$ cat config.mk
export PLATFORM = sky130hd
export DESIGN_NAME = bit_serial_mac_seq_flat
export DESIGN_NICKNAME = d
export VERILOG_FILES = /design/src/rtl/bitsim_ctrl_pkg.sv /design/src/rtl/bit_serial_mac_seq_if.sv /design/src/rtl/pos_neg_select.sv /design/src/rtl/bit_serial_mac_seq.sv /design/src/flat_wrapper.sv
export SDC_FILE = /design/constraint.sdc
export NUM_CORES = 1
export LEC_CHECK = 0
export BUFFER_PORTS_ARGS = -buffer_cell sky130_fd_sc_hd__buf_2
export CAP_MARGIN = 40
export CORE_MARGIN = 2
export CORE_UTILIZATION = 58
export DETAILED_ROUTE_END_ITERATION = 10
export PLACE_DENSITY = 0.88
export SLEW_MARGIN = 20
export SYNTH_ARGS = -nofsm -noshare
export SYNTH_HDL_FRONTEND = slang
export SYNTH_SLANG_ARGS = --single-unit
$ cat constraint.sdc
create_clock -name clk -period 5.5 [get_ports clk]
set_input_delay 0 -clock clk [delete_from_list [all_inputs] [get_ports clk]]
set_output_delay 0 -clock clk [all_outputs]
set_load 0.05 [all_outputs]
$ cat src/rtl/bitsim_ctrl_pkg.sv
// Shared control types and helpers for the bit-serial MAC sequencer.
package bitsim_ctrl_pkg;

  typedef enum logic [1:0] {
    IDLE,
    RUN,
    DONE
  } seq_state_e;

  // Callers zero-extend their mask to this width before calling.
  localparam int ENC_MAX_WIDTH = 64;

  function automatic int lowest_set_bit(input logic [ENC_MAX_WIDTH-1:0] v);
    lowest_set_bit = 0;
    for (int i = ENC_MAX_WIDTH - 1; i >= 0; i--) begin
      if (v[i]) lowest_set_bit = i;
    end
  endfunction

endpackage

$ cat src/rtl/bit_serial_mac_seq_if.sv
// Operand-in / result-out handshake bundle for the bit-serial MAC sequencer.
interface bit_serial_mac_seq_if #(
  parameter int DATA_WIDTH   = 8,
  parameter int WEIGHT_WIDTH = 8,
  parameter int ACC_WIDTH    = DATA_WIDTH + WEIGHT_WIDTH,
  parameter int CNT_WIDTH    = $clog2(WEIGHT_WIDTH + 1)
);

  logic                           in_valid;
  logic                           in_ready;
  logic signed [DATA_WIDTH-1:0]   act;
  logic signed [WEIGHT_WIDTH-1:0] weight;
  logic                           out_valid;
  logic                           out_ready;
  logic signed [ACC_WIDTH-1:0]    out_result;
  logic [CNT_WIDTH-1:0]           out_cycles;
  logic                           busy;

  modport master (
    output in_valid, act, weight, out_ready,
    input  in_ready, out_valid, out_result, out_cycles, busy
  );

  modport slave (
    input  in_valid, act, weight, out_ready,
    output in_ready, out_valid, out_result, out_cycles, busy
  );

endinterface

$ cat src/rtl/pos_neg_select.sv
// Passes the activation through or negates it, one bit wider so that the
// most negative activation negates without overflow.
module pos_neg_select #(
  parameter int DATA_WIDTH = 8
) (
  input  logic signed [DATA_WIDTH-1:0] value,
  input  logic                         sign,
  output logic signed [DATA_WIDTH:0]   result
);

  logic signed [DATA_WIDTH:0] ext;

  assign ext    = {value[DATA_WIDTH-1], value};
  assign result = sign ? -ext : ext;

endmodule

$ cat src/rtl/bit_serial_mac_seq.sv
// Bit-serial signed multiplier: one weight bit-plane per RUN cycle, the MSB
// plane subtracted; optionally skips zero weight bits.
module bit_serial_mac_seq
  import bitsim_ctrl_pkg::*;
#(
  parameter int DATA_WIDTH   = 8,
  parameter int WEIGHT_WIDTH = 8,
  parameter int ACC_WIDTH    = DATA_WIDTH + WEIGHT_WIDTH,
  parameter int SKIP_ZERO    = 1,
  parameter int CNT_WIDTH    = $clog2(WEIGHT_WIDTH + 1)
) (
  input logic                clk,
  input logic                rst_n,
  bit_serial_mac_seq_if.slave bus
);

  localparam int IDX_W = (WEIGHT_WIDTH > 1) ? $clog2(WEIGHT_WIDTH) : 1;

  seq_state_e                     state;
  logic signed [DATA_WIDTH-1:0]   act_r;
  logic [WEIGHT_WIDTH-1:0]        mask;
  logic [IDX_W-1:0]               bit_idx;
  logic signed [ACC_WIDTH-1:0]    acc;
  logic [CNT_WIDTH-1:0]           count;

  logic [IDX_W-1:0]               enc_b;
  logic [IDX_W-1:0]               b;
  logic                           msb_plane;
  logic                           last_plane;
  logic signed [DATA_WIDTH:0]     sel_term;
  logic signed [ACC_WIDTH-1:0]    term_ext;
  logic signed [ACC_WIDTH-1:0]    term;

  // Plane selection: lowest remaining set bit when skipping, else a plain counter.
  assign enc_b     = IDX_W'(lowest_set_bit(ENC_MAX_WIDTH'(mask)));
  assign b         = (SKIP_ZERO != 0) ? enc_b : bit_idx;
  assign msb_plane = (b == IDX_W'(WEIGHT_WIDTH - 1));

  pos_neg_select #(
    .DATA_WIDTH(DATA_WIDTH)
  ) u_pos_neg_select (
    .value (act_r),
    .sign  (msb_plane),
    .result(sel_term)
  );

  assign term_ext = {{(ACC_WIDTH - DATA_WIDTH - 1){sel_term[DATA_WIDTH]}}, sel_term};
  assign term     = mask[b] ? (term_ext << b) : '0;

  assign last_plane = (SKIP_ZERO != 0)
                    ? ((mask & (mask - WEIGHT_WIDTH'(1))) == '0)
                    : msb_plane;

  always_ff @(posedge clk or negedge rst_n) begin
    if (!rst_n) begin
      state   <= IDLE;
      act_r   <= '0;
      mask    <= '0;
      bit_idx <= '0;
      acc     <= '0;
      count   <= '0;
    end else begin
      case (state)
        IDLE: begin
          if (bus.in_valid) begin
            act_r   <= bus.act;
            mask    <= bus.weight;
            acc     <= '0;
            count   <= '0;
            bit_idx <= '0;
            state   <= ((SKIP_ZERO != 0) && (bus.weight == '0)) ? DONE : RUN;
          end
        end
        RUN: begin
          acc     <= acc + term;
          mask    <= mask & ~(WEIGHT_WIDTH'(1) << b);
          count   <= count + CNT_WIDTH'(1);
          bit_idx <= bit_idx + IDX_W'(1);
          if (last_plane) state <= DONE;
        end
        DONE: begin
          if (bus.out_ready) state <= IDLE;
        end
        default: state <= IDLE;
      endcase
    end
  end

  assign bus.in_ready   = (state == IDLE);
  assign bus.out_valid  = (state == DONE);
  assign bus.busy       = (state != IDLE);
  assign bus.out_result = acc;
  assign bus.out_cycles = count;

endmodule

$ cat src/flat_wrapper.sv
// flat-port wrapper written by rule: the top's interface ports become plain ports
module bit_serial_mac_seq_flat import bitsim_ctrl_pkg::*;
#(
  parameter int DATA_WIDTH   = 8,
  parameter int WEIGHT_WIDTH = 8,
  parameter int ACC_WIDTH    = DATA_WIDTH + WEIGHT_WIDTH,
  parameter int SKIP_ZERO    = 1,
  parameter int CNT_WIDTH    = $clog2(WEIGHT_WIDTH + 1)
)
  (clk, rst_n, bus_in_valid, bus_act, bus_weight, bus_out_ready, bus_in_ready, bus_out_valid, bus_out_result, bus_out_cycles, bus_busy);
  bit_serial_mac_seq_if #(.DATA_WIDTH(DATA_WIDTH), .WEIGHT_WIDTH(WEIGHT_WIDTH), .ACC_WIDTH(ACC_WIDTH), .CNT_WIDTH(CNT_WIDTH)) bus_i ();
  input logic clk;
  input logic rst_n;
  input wire logic [$bits(bus_i.in_valid)-1:0] bus_in_valid;
  input wire logic [$bits(bus_i.act)-1:0] bus_act;
  input wire logic [$bits(bus_i.weight)-1:0] bus_weight;
  input wire logic [$bits(bus_i.out_ready)-1:0] bus_out_ready;
  output wire logic [$bits(bus_i.in_ready)-1:0] bus_in_ready;
  output wire logic [$bits(bus_i.out_valid)-1:0] bus_out_valid;
  output wire logic [$bits(bus_i.out_result)-1:0] bus_out_result;
  output wire logic [$bits(bus_i.out_cycles)-1:0] bus_out_cycles;
  output wire logic [$bits(bus_i.busy)-1:0] bus_busy;
  assign bus_i.in_valid = bus_in_valid;
  assign bus_i.act = bus_act;
  assign bus_i.weight = bus_weight;
  assign bus_i.out_ready = bus_out_ready;
  assign bus_in_ready = bus_i.in_ready;
  assign bus_out_valid = bus_i.out_valid;
  assign bus_out_result = bus_i.out_result;
  assign bus_out_cycles = bus_i.out_cycles;
  assign bus_busy = bus_i.busy;
  bit_serial_mac_seq #(.DATA_WIDTH(DATA_WIDTH), .WEIGHT_WIDTH(WEIGHT_WIDTH), .ACC_WIDTH(ACC_WIDTH), .SKIP_ZERO(SKIP_ZERO), .CNT_WIDTH(CNT_WIDTH)) u_core (.clk(clk), .rst_n(rst_n), .bus(bus_i));
endmodule
# Yosys cells after proc, flatten, opt, wreduce, memory -nomap -nowiden

Cells that the tools add are included.
Widths: inputs -> output; s select.

Output and inout port bits: 23
Bits in registers: 38
Word-level logic and storage cells: 52
Bits of input ports: 20

Magnitude comparators: 1
Shifts and indexed selects: 2
Bitwise gates (word level): 3
Eq/ne operators: 6
Add/sub/neg operators: 4
Mux-type cells: 23
Reduce and logical (&&, ||, !) cells: 8

Operators with widths:

| kind                | number |
|---|---|
| $mux 16             | 2 |
| $pmux 16 s2         | 1 |
| $mux 3              | 8 |
| $add 16x16->16      | 1 |
| $and 8x8->8         | 2 |
| $logic_not 8->1     | 2 |
| $pmux 8 s2          | 1 |
| $shl 16x3->16       | 1 |
| $mux 9              | 1 |
| $neg 8->9           | 1 |
| $mux 2              | 4 |
| $mux 8              | 1 |
| $not 8->8           | 1 |
| $pmux 4 s2          | 1 |
| $shl 1x3->8 const A | 1 |
| $sub 8x1->8 const B | 1 |
| $pmux 2 s3          | 1 |
| $add 4x1->4 const B | 1 |
| $lt 3x4->1 const B  | 1 |
| $mux 4              | 1 |
| $ne 2x2->1 const B  | 2 |
| $reduce_and 2->1    | 2 |
| $reduce_bool 2->1   | 2 |
| $bmux 1 s3          | 1 |
| other kinds (7)     | 7 |

# Logic depth before layout (Yosys ltp)

Word-level depth: 14
Mapped depth: 19
Gate-level depth less buffers: 17

# Cells and area by module

A second synthesis with hierarchy kept.

Cell total of the unflattened synthesis: 340
Area total of the unflattened synthesis: 2887.8 µm²

By module, submodules not included:

| module             | times used | seq. area each (µm²) | cells each | area an instance (µm²) |
|---|---|---|---|---|
| bit_serial_mac_seq | 1          | 950.9                | 316        | 2711.4 |
| pos_neg_select     | 1          | 0.0                  | 24         | 176.4 |

# Worst setup path before layout

Ideal clock, no wire load.

Path kind: register to register
Start point: reg u_core.mask[0]
End point: reg u_core.acc[12] (netlist: u_core.bus.out_result[12])
Arrival: 3.781 ns
Buffers on the path: 2
Setup slack: 1.587 ns
Library setup time: 0.132 ns
Period minus slack after synthesis: 3.913 ns
Cell stages (with the launch flop): 19
Cells stage by stage: dfrtp_1 buf_6 or2_1 buf_6 or4_4 nor2_8 mux2i_1 a21oi_1 inv_1 nor2_1 fa_1 a211oi_1 nor2_1 a211oi_1 nand2_1 o21ai_0 nor2_1 a2111oi_0 o31ai_1

Word-level cells in the longest chain between the ends: 7
Elaborated cells between the ends (all ways): 9
Classes of those cells: 1 x add/sub; 1 x eq/ne; 1 x shift; 6 x mux

Ends and longest elaborated chain:

| what                     | RTL line                 | source |
|---|---|---|
| start: declaration       | bit_serial_mac_seq.sv:21 | `logic [WEIGHT_WIDTH-1:0] mask;` |
| start signal: assignment | bit_serial_mac_seq.sv:67 | `mask <= bus.weight;` |
| start signal: assignment | bit_serial_mac_seq.sv:76 | `mask <= mask & ~(WEIGHT_WIDTH'(1) << b);` |
| $mux 3                   | bitsim_ctrl_pkg.sv:16    | `if (v[i]) lowest_set_bit = i;` |
| $eq 3x3->1               | bit_serial_mac_seq.sv:37 | `assign msb_plane = (b == IDX_W'(WEIGHT_WIDTH - 1));` |
| $mux 9                   | pos_neg_select.sv:14     | `assign result = sign ? -ext : ext;` |
| $shl 16x3->16            | bit_serial_mac_seq.sv:48 | `assign term = mask[b] ? (term_ext << b) : '0;` |
| $mux 16 *                | bit_serial_mac_seq.sv:48 |  |
| $add 16x16->16 *         | bit_serial_mac_seq.sv:75 | `acc <= acc + term;` |
| $pmux 16 s2 *            | bit_serial_mac_seq.sv:63 | `case (state)` |
| end signal: assignment   | bit_serial_mac_seq.sv:75 |  |
| end: declaration         | bit_serial_mac_seq.sv:23 | `logic signed [ACC_WIDTH-1:0] acc;` |

Every way passes the cells marked *; elsewhere a longest branch is shown, timed or not. The select of a mux whose other input is x is not followed.
A chain may end at the register's enable or synchronous reset.

# Worst setup path after layout

Start point: reg u_core.mask[6]
End point: reg u_core.acc[12] (netlist: u_core.bus.out_result[12])

Word-level cells in the longest chain between the ends: 13
Elaborated cells between the ends (all ways): 15
Classes of those cells: 1 x add/sub; 1 x eq/ne; 1 x shift; 12 x mux

Ends and longest elaborated chain:

| what                | RTL line |
|---|---|
| $mux 3 (7 in a row) | bitsim_ctrl_pkg.sv:16 |
| $eq 3x3->1          | bit_serial_mac_seq.sv:37 |
| $mux 9              | pos_neg_select.sv:14 |
| $shl 16x3->16       | bit_serial_mac_seq.sv:48 |
| $mux 16 *           | bit_serial_mac_seq.sv:48 |
| $add 16x16->16 *    | bit_serial_mac_seq.sv:75 |
| $pmux 16 s2 *       | bit_serial_mac_seq.sv:63 |

Marked as above.

==> impl_metrics.prom <==
# TYPE chip_impl_metric gauge
chip_impl_metric{name="synthesis.area_per_instance",unit="µm²"} 8.071
chip_impl_metric{name="fin_nets",unit=""} 456
chip_impl_info{name="min-delay-path-class",value="primary input to register"} 1
chip_impl_metric{name="final-max-slew-violation-count",unit=""} 0
chip_impl_info{name="run_status",value="finished clean"} 1
chip_impl_info{name="ranking_of_synthesized_cells_by_instance_count",value="sky130_fd_sc_hd__nand2_1, sky130_fd_sc_hd__o21ai_0, sky130_fd_sc_hd__nor2_1"} 1
chip_impl_metric{name="clock_sinks",unit=""} 38
chip_impl_info{name="path_delay_family",value="compound AO/OA/AOI/OAI gates"} 1
chip_impl_metric{name="drive_above_1_share",unit="%"} 15.55
chip_impl_metric{name="die_h",unit="µm"} 74.49
chip_impl_metric{name="grt_pass1_vias",unit=""} 2581
chip_impl_metric{name="grt_start_max_net_pins",unit=""} 24
chip_impl_metric{name="clkTransAtPathRegs",unit="ns"} 0.07
chip_impl_metric{name="drt-vias-per-instance",unit=""} 5.979
chip_impl_metric{name="dpl.hpwl",unit="µm"} 5486
chip_impl_metric{name="totalWireLength",unit="µm"} 7327
chip_impl_metric{name="synth.distinct_cells",unit=""} 50
chip_impl_info{name="hold_path.startpoint",value="bus_in_valid"} 1
chip_impl_metric{name="ioPinCount",unit=""} 43
chip_impl_metric{name="netlist.area_leader.share",unit="%"} 33.00
chip_impl_metric{name="num_antenna_cells",unit=""} 0
chip_impl_info{name="path_common_cell",value="sky130_fd_sc_hd__nor2_1"} 1
chip_impl_metric{name="die_x",unit="µm"} 74.49
chip_impl_metric{name="placed_cells_incl_taps",unit=""} 459
chip_impl_metric{name="cts_max_level",unit=""} 2
chip_impl_metric{name="clk_latency",unit="ns"} 0.29
chip_impl_metric{name="timing.final.hold_violations",unit=""} 0
chip_impl_metric{name="relSlewSlack",unit="%"} 46.20
chip_impl_metric{name="asyncSetResetFlopFracSynth",unit="%"} 100.0
chip_impl_metric{name="slowest_delay",unit="ns"} 0.46
chip_impl_info{name="synth_area_leaders",value="sky130_fd_sc_hd__dfrtp_1, sky130_fd_sc_hd__nand2_1, sky130_fd_sc_hd__ha_1"} 1
chip_impl_metric{name="cap_violations",unit=""} 0
chip_impl_info{name="worstSetupStartpointType",value="register"} 1
chip_impl_metric{name="synth_warnings",unit=""} 0
chip_impl_metric{name="clock_skew",unit="ns"} 0.003947
chip_impl_info{name="yosys.cell_count.top_type",value="sky130_fd_sc_hd__nand2_1"} 1
chip_impl_info{name="cts-root-buf",value="sky130_fd_sc_hd__clkbuf_8"} 1
chip_impl_metric{name="io_buffers",unit=""} 42
chip_impl_metric{name="wire_per_inst",unit="µm"} 15.11
chip_impl_metric{name="post_synth_inst_count",unit=""} 357
chip_impl_info{name="slowest_stage",value="sky130_fd_sc_hd__a221o_1"} 1
chip_impl_metric{name="ctsLongestPathBuffers",unit=""} 2
chip_impl_metric{name="synthesis.area",unit="mm²"} 0.002882
chip_impl_metric{name="timing.critical_path.fanout_max",unit=""} 13
chip_impl_info{name="timing.critical_path.from",value="u_core.mask[6]"} 1
chip_impl_metric{name="global_route.overflow_total",unit=""} 0
chip_impl_metric{name="dr.first_iter.drc_count",unit=""} 335
chip_impl_info{name="cp_cell_sequence",value="nand2b_1, a221o_1, a21oi_1, buf_4, o21ai_0, o221ai_1, nor2_1, a21oi_1, o22ai_1, ha_1, a211oi_1, nor2_1, a211oi_1, nand2_1, o21ai_0, nor2_1, a2111oi_0, o31ai_1"} 1
chip_impl_metric{name="rows",unit=""} 25
chip_impl_metric{name="start_util",unit="%"} 60.61
chip_impl_metric{name="setup_viol",unit=""} 0
chip_impl_metric{name="syn2layout_area_growth",unit="%"} 19.41
chip_impl_metric{name="core_region_area",unit="mm²"} 0.004755
chip_impl_metric{name="fmax",unit="MHz"} 233.1
chip_impl_metric{name="synth-seq-cells",unit=""} 38
chip_impl_info{name="yosysTopAreaCell",value="sky130_fd_sc_hd__dfrtp_1"} 1
chip_impl_info{name="rsz0062_at_grt",value="no"} 1
chip_impl_metric{name="count_of_flip_flops_with_a_built_in_enable_after_synthesis",unit=""} 0
chip_impl_metric{name="worst-slew-pin-transition",unit="ns"} 0.7996
chip_impl_metric{name="fill_cells",unit=""} 411
chip_impl_metric{name="drt_pass1_iterations",unit=""} 5
chip_impl_metric{name="place_congestion",unit=""} 0.9939
chip_impl_metric{name="remaining_drc_errors",unit=""} 0
chip_impl_metric{name="synth_nets",unit=""} 395
chip_impl_metric{name="timing.final.crit_share",unit="%"} 78.01
chip_impl_metric{name="overall_global_routing_resource_usage",unit="%"} 28.10
chip_impl_metric{name="post_cts.repair.setup_buffers",unit=""} 0
chip_impl_info{name="crit_type",value="register to register"} 1
chip_impl_metric{name="cts_made_buffers",unit=""} 5
chip_impl_metric{name="via_count",unit=""} 2900
chip_impl_info{name="synth_flop_cell",value="sky130_fd_sc_hd__dfrtp_1"} 1
chip_impl_metric{name="worstPathBufferInverterCount",unit=""} 1
chip_impl_metric{name="data_arrival_time_at_the_worst_slack_endpoint",unit="ns"} 4.46
chip_impl_metric{name="route.antenna.remaining_nets",unit=""} 0
chip_impl_metric{name="required",unit="ns"} 5.67
chip_impl_info{name="cts_tree",value="built"} 1
chip_impl_metric{name="die_area",unit="mm²"} 0.005548
chip_impl_metric{name="fin_setup_tns",unit="ns"} 0
chip_impl_info{name="cp-end-kind",value="register"} 1
chip_impl_metric{name="synth.yosys.seq_area_share",unit="%"} 33.00
chip_impl_metric{name="initial_antenna_violation_count",unit=""} 0
chip_impl_metric{name="min_period",unit="ns"} 4.291
chip_impl_metric{name="finish.cell_count_without_fillers",unit=""} 485
chip_impl_metric{name="grt_pass1_wl",unit="µm"} 12050
chip_impl_info{name="reg2reg_from",value="u_core.mask[6]"} 1
-- stage by stage --
step                      util, %  worst slack, ns  hold slack [ns]  area (µm²)
after floorplan                 -            1.587          -0.2956        2882
after global placement      66.16            1.346           0.1520        3146
after detailed placement    66.74            1.225         -0.02266        3173
after CTS                   72.13            1.215           0.1751        3430
after global routing        72.37           0.9045           0.2414        3441
final                       72.37            1.209           0.1781        3441
-- worst min-delay path: stages --
cell and delay, ns:
sky130_fd_sc_hd__buf_2 0.10, sky130_fd_sc_hd__nand2_1 0.17, sky130_fd_sc_hd__nand2_1 0.12, sky130_fd_sc_hd__nand2_1 0.05
-- registers in the layout, summed over array words and instances, names as in the netlist --
signal / count
u_core.mask: 8
u_core.act_r: 8
u_core.bus.out_result: 16
u_core.state: 2
u_core.bus.out_cycles: 4
-- cell type report --
| type | instances | area, µm² | share of cell area, % |
|---|---|---|---|
| Clock buffer | 7 | 76.32 | 2.218 |
| Tap cell | 67 | 83.83 | 2.436 |
| Multi-Input combinational cell | 301 | 1848 | 53.71 |
| Timing Repair Buffer | 66 | 459.2 | 13.35 |
| Sequential cell | 38 | 950.9 | 27.64 |
| Inverter | 6 | 22.52 | 0.6545 |
-- metal layers --
layer,share of wire (%),vias up,track usage [%]
li1,-,1424,-
met1,45,1349,38.46
met2,48,113,46.21
met3,5.6,14,5.149
met4,1.5,0,6.944
met5,0,-,0
-- worst paths after layout --
check	end	slack (ns)	depth (start not counted)
min in group asynchronous	u_core.bus.out_result[2]	0.19	2
min reg2reg	u_core.bus.out_result[8]	0.52	2
min	u_core.act_r[6]	0.18	4
max in group asynchronous	u_core.mask[3]	4.85	3
max reg2reg	u_core.bus.out_result[12]	1.21	18
max	u_core.bus.out_result[12]	1.21	18
-- cells in the final DEF, fill, tap and decap left out, types with 3 or more instances in the layout --
master / Yosys / final
sky130_fd_sc_hd__nand2b_1: 5 / 5
sky130_fd_sc_hd__o21ai_0: 42 / 42
sky130_fd_sc_hd__inv_1: 6 / 6
sky130_fd_sc_hd__a211oi_1: 5 / 5
sky130_fd_sc_hd__dlygate4sd3_1: 0 / 18
sky130_fd_sc_hd__a21oi_1: 23 / 23
sky130_fd_sc_hd__clkbuf_8: 0 / 5
sky130_fd_sc_hd__o31ai_1: 7 / 7
sky130_fd_sc_hd__dfrtp_1: 38 / 38
sky130_fd_sc_hd__buf_2: 0 / 42
sky130_fd_sc_hd__nand3_1: 7 / 7
sky130_fd_sc_hd__o221ai_1: 7 / 7
sky130_fd_sc_hd__a21o_1: 6 / 6
sky130_fd_sc_hd__ha_1: 17 / 17
sky130_fd_sc_hd__or4_1: 4 / 4
sky130_fd_sc_hd__buf_4: 0 / 4
sky130_fd_sc_hd__a22o_1: 7 / 7
sky130_fd_sc_hd__nand2_1: 65 / 65
sky130_fd_sc_hd__xor2_1: 11 / 11
sky130_fd_sc_hd__and2_1: 3 / 3
sky130_fd_sc_hd__nor3_1: 3 / 3
sky130_fd_sc_hd__xnor2_1: 4 / 4
sky130_fd_sc_hd__nor2b_1: 4 / 4
sky130_fd_sc_hd__or2_2: 3 / 3
sky130_fd_sc_hd__nor2_1: 39 / 39
-- kinds of logic (layout without fill, tap and decap cells) --
kind of cell,Yosys count,count (layout),share of synthesized area (%)
AND/OR/NAND/NOR,144,144,23.36
flip-flops,38,38,33.00
AO/OA/AOI/OAI,121,121,26.88
adder cells (fa/ha/maj),18,18,8.076
buffers and inverters,18,79,2.866
multiplexers,2,2,0.6948
XOR/XNOR,16,16,5.124
-- timing repair --
| item | 4_1_cts | 5_1_grt |
|---|---|---|
| endpoints found under the hold margin | 35 | 0 |
| resized for setup | 0 | 0 |
| endpoints found under the setup margin | 0 | 0 |
| hold buffers | 18 | 0 |
Power is not shown: default switching activity piles up to over one toggle a cycle in this logic, so the estimate is an artifact.
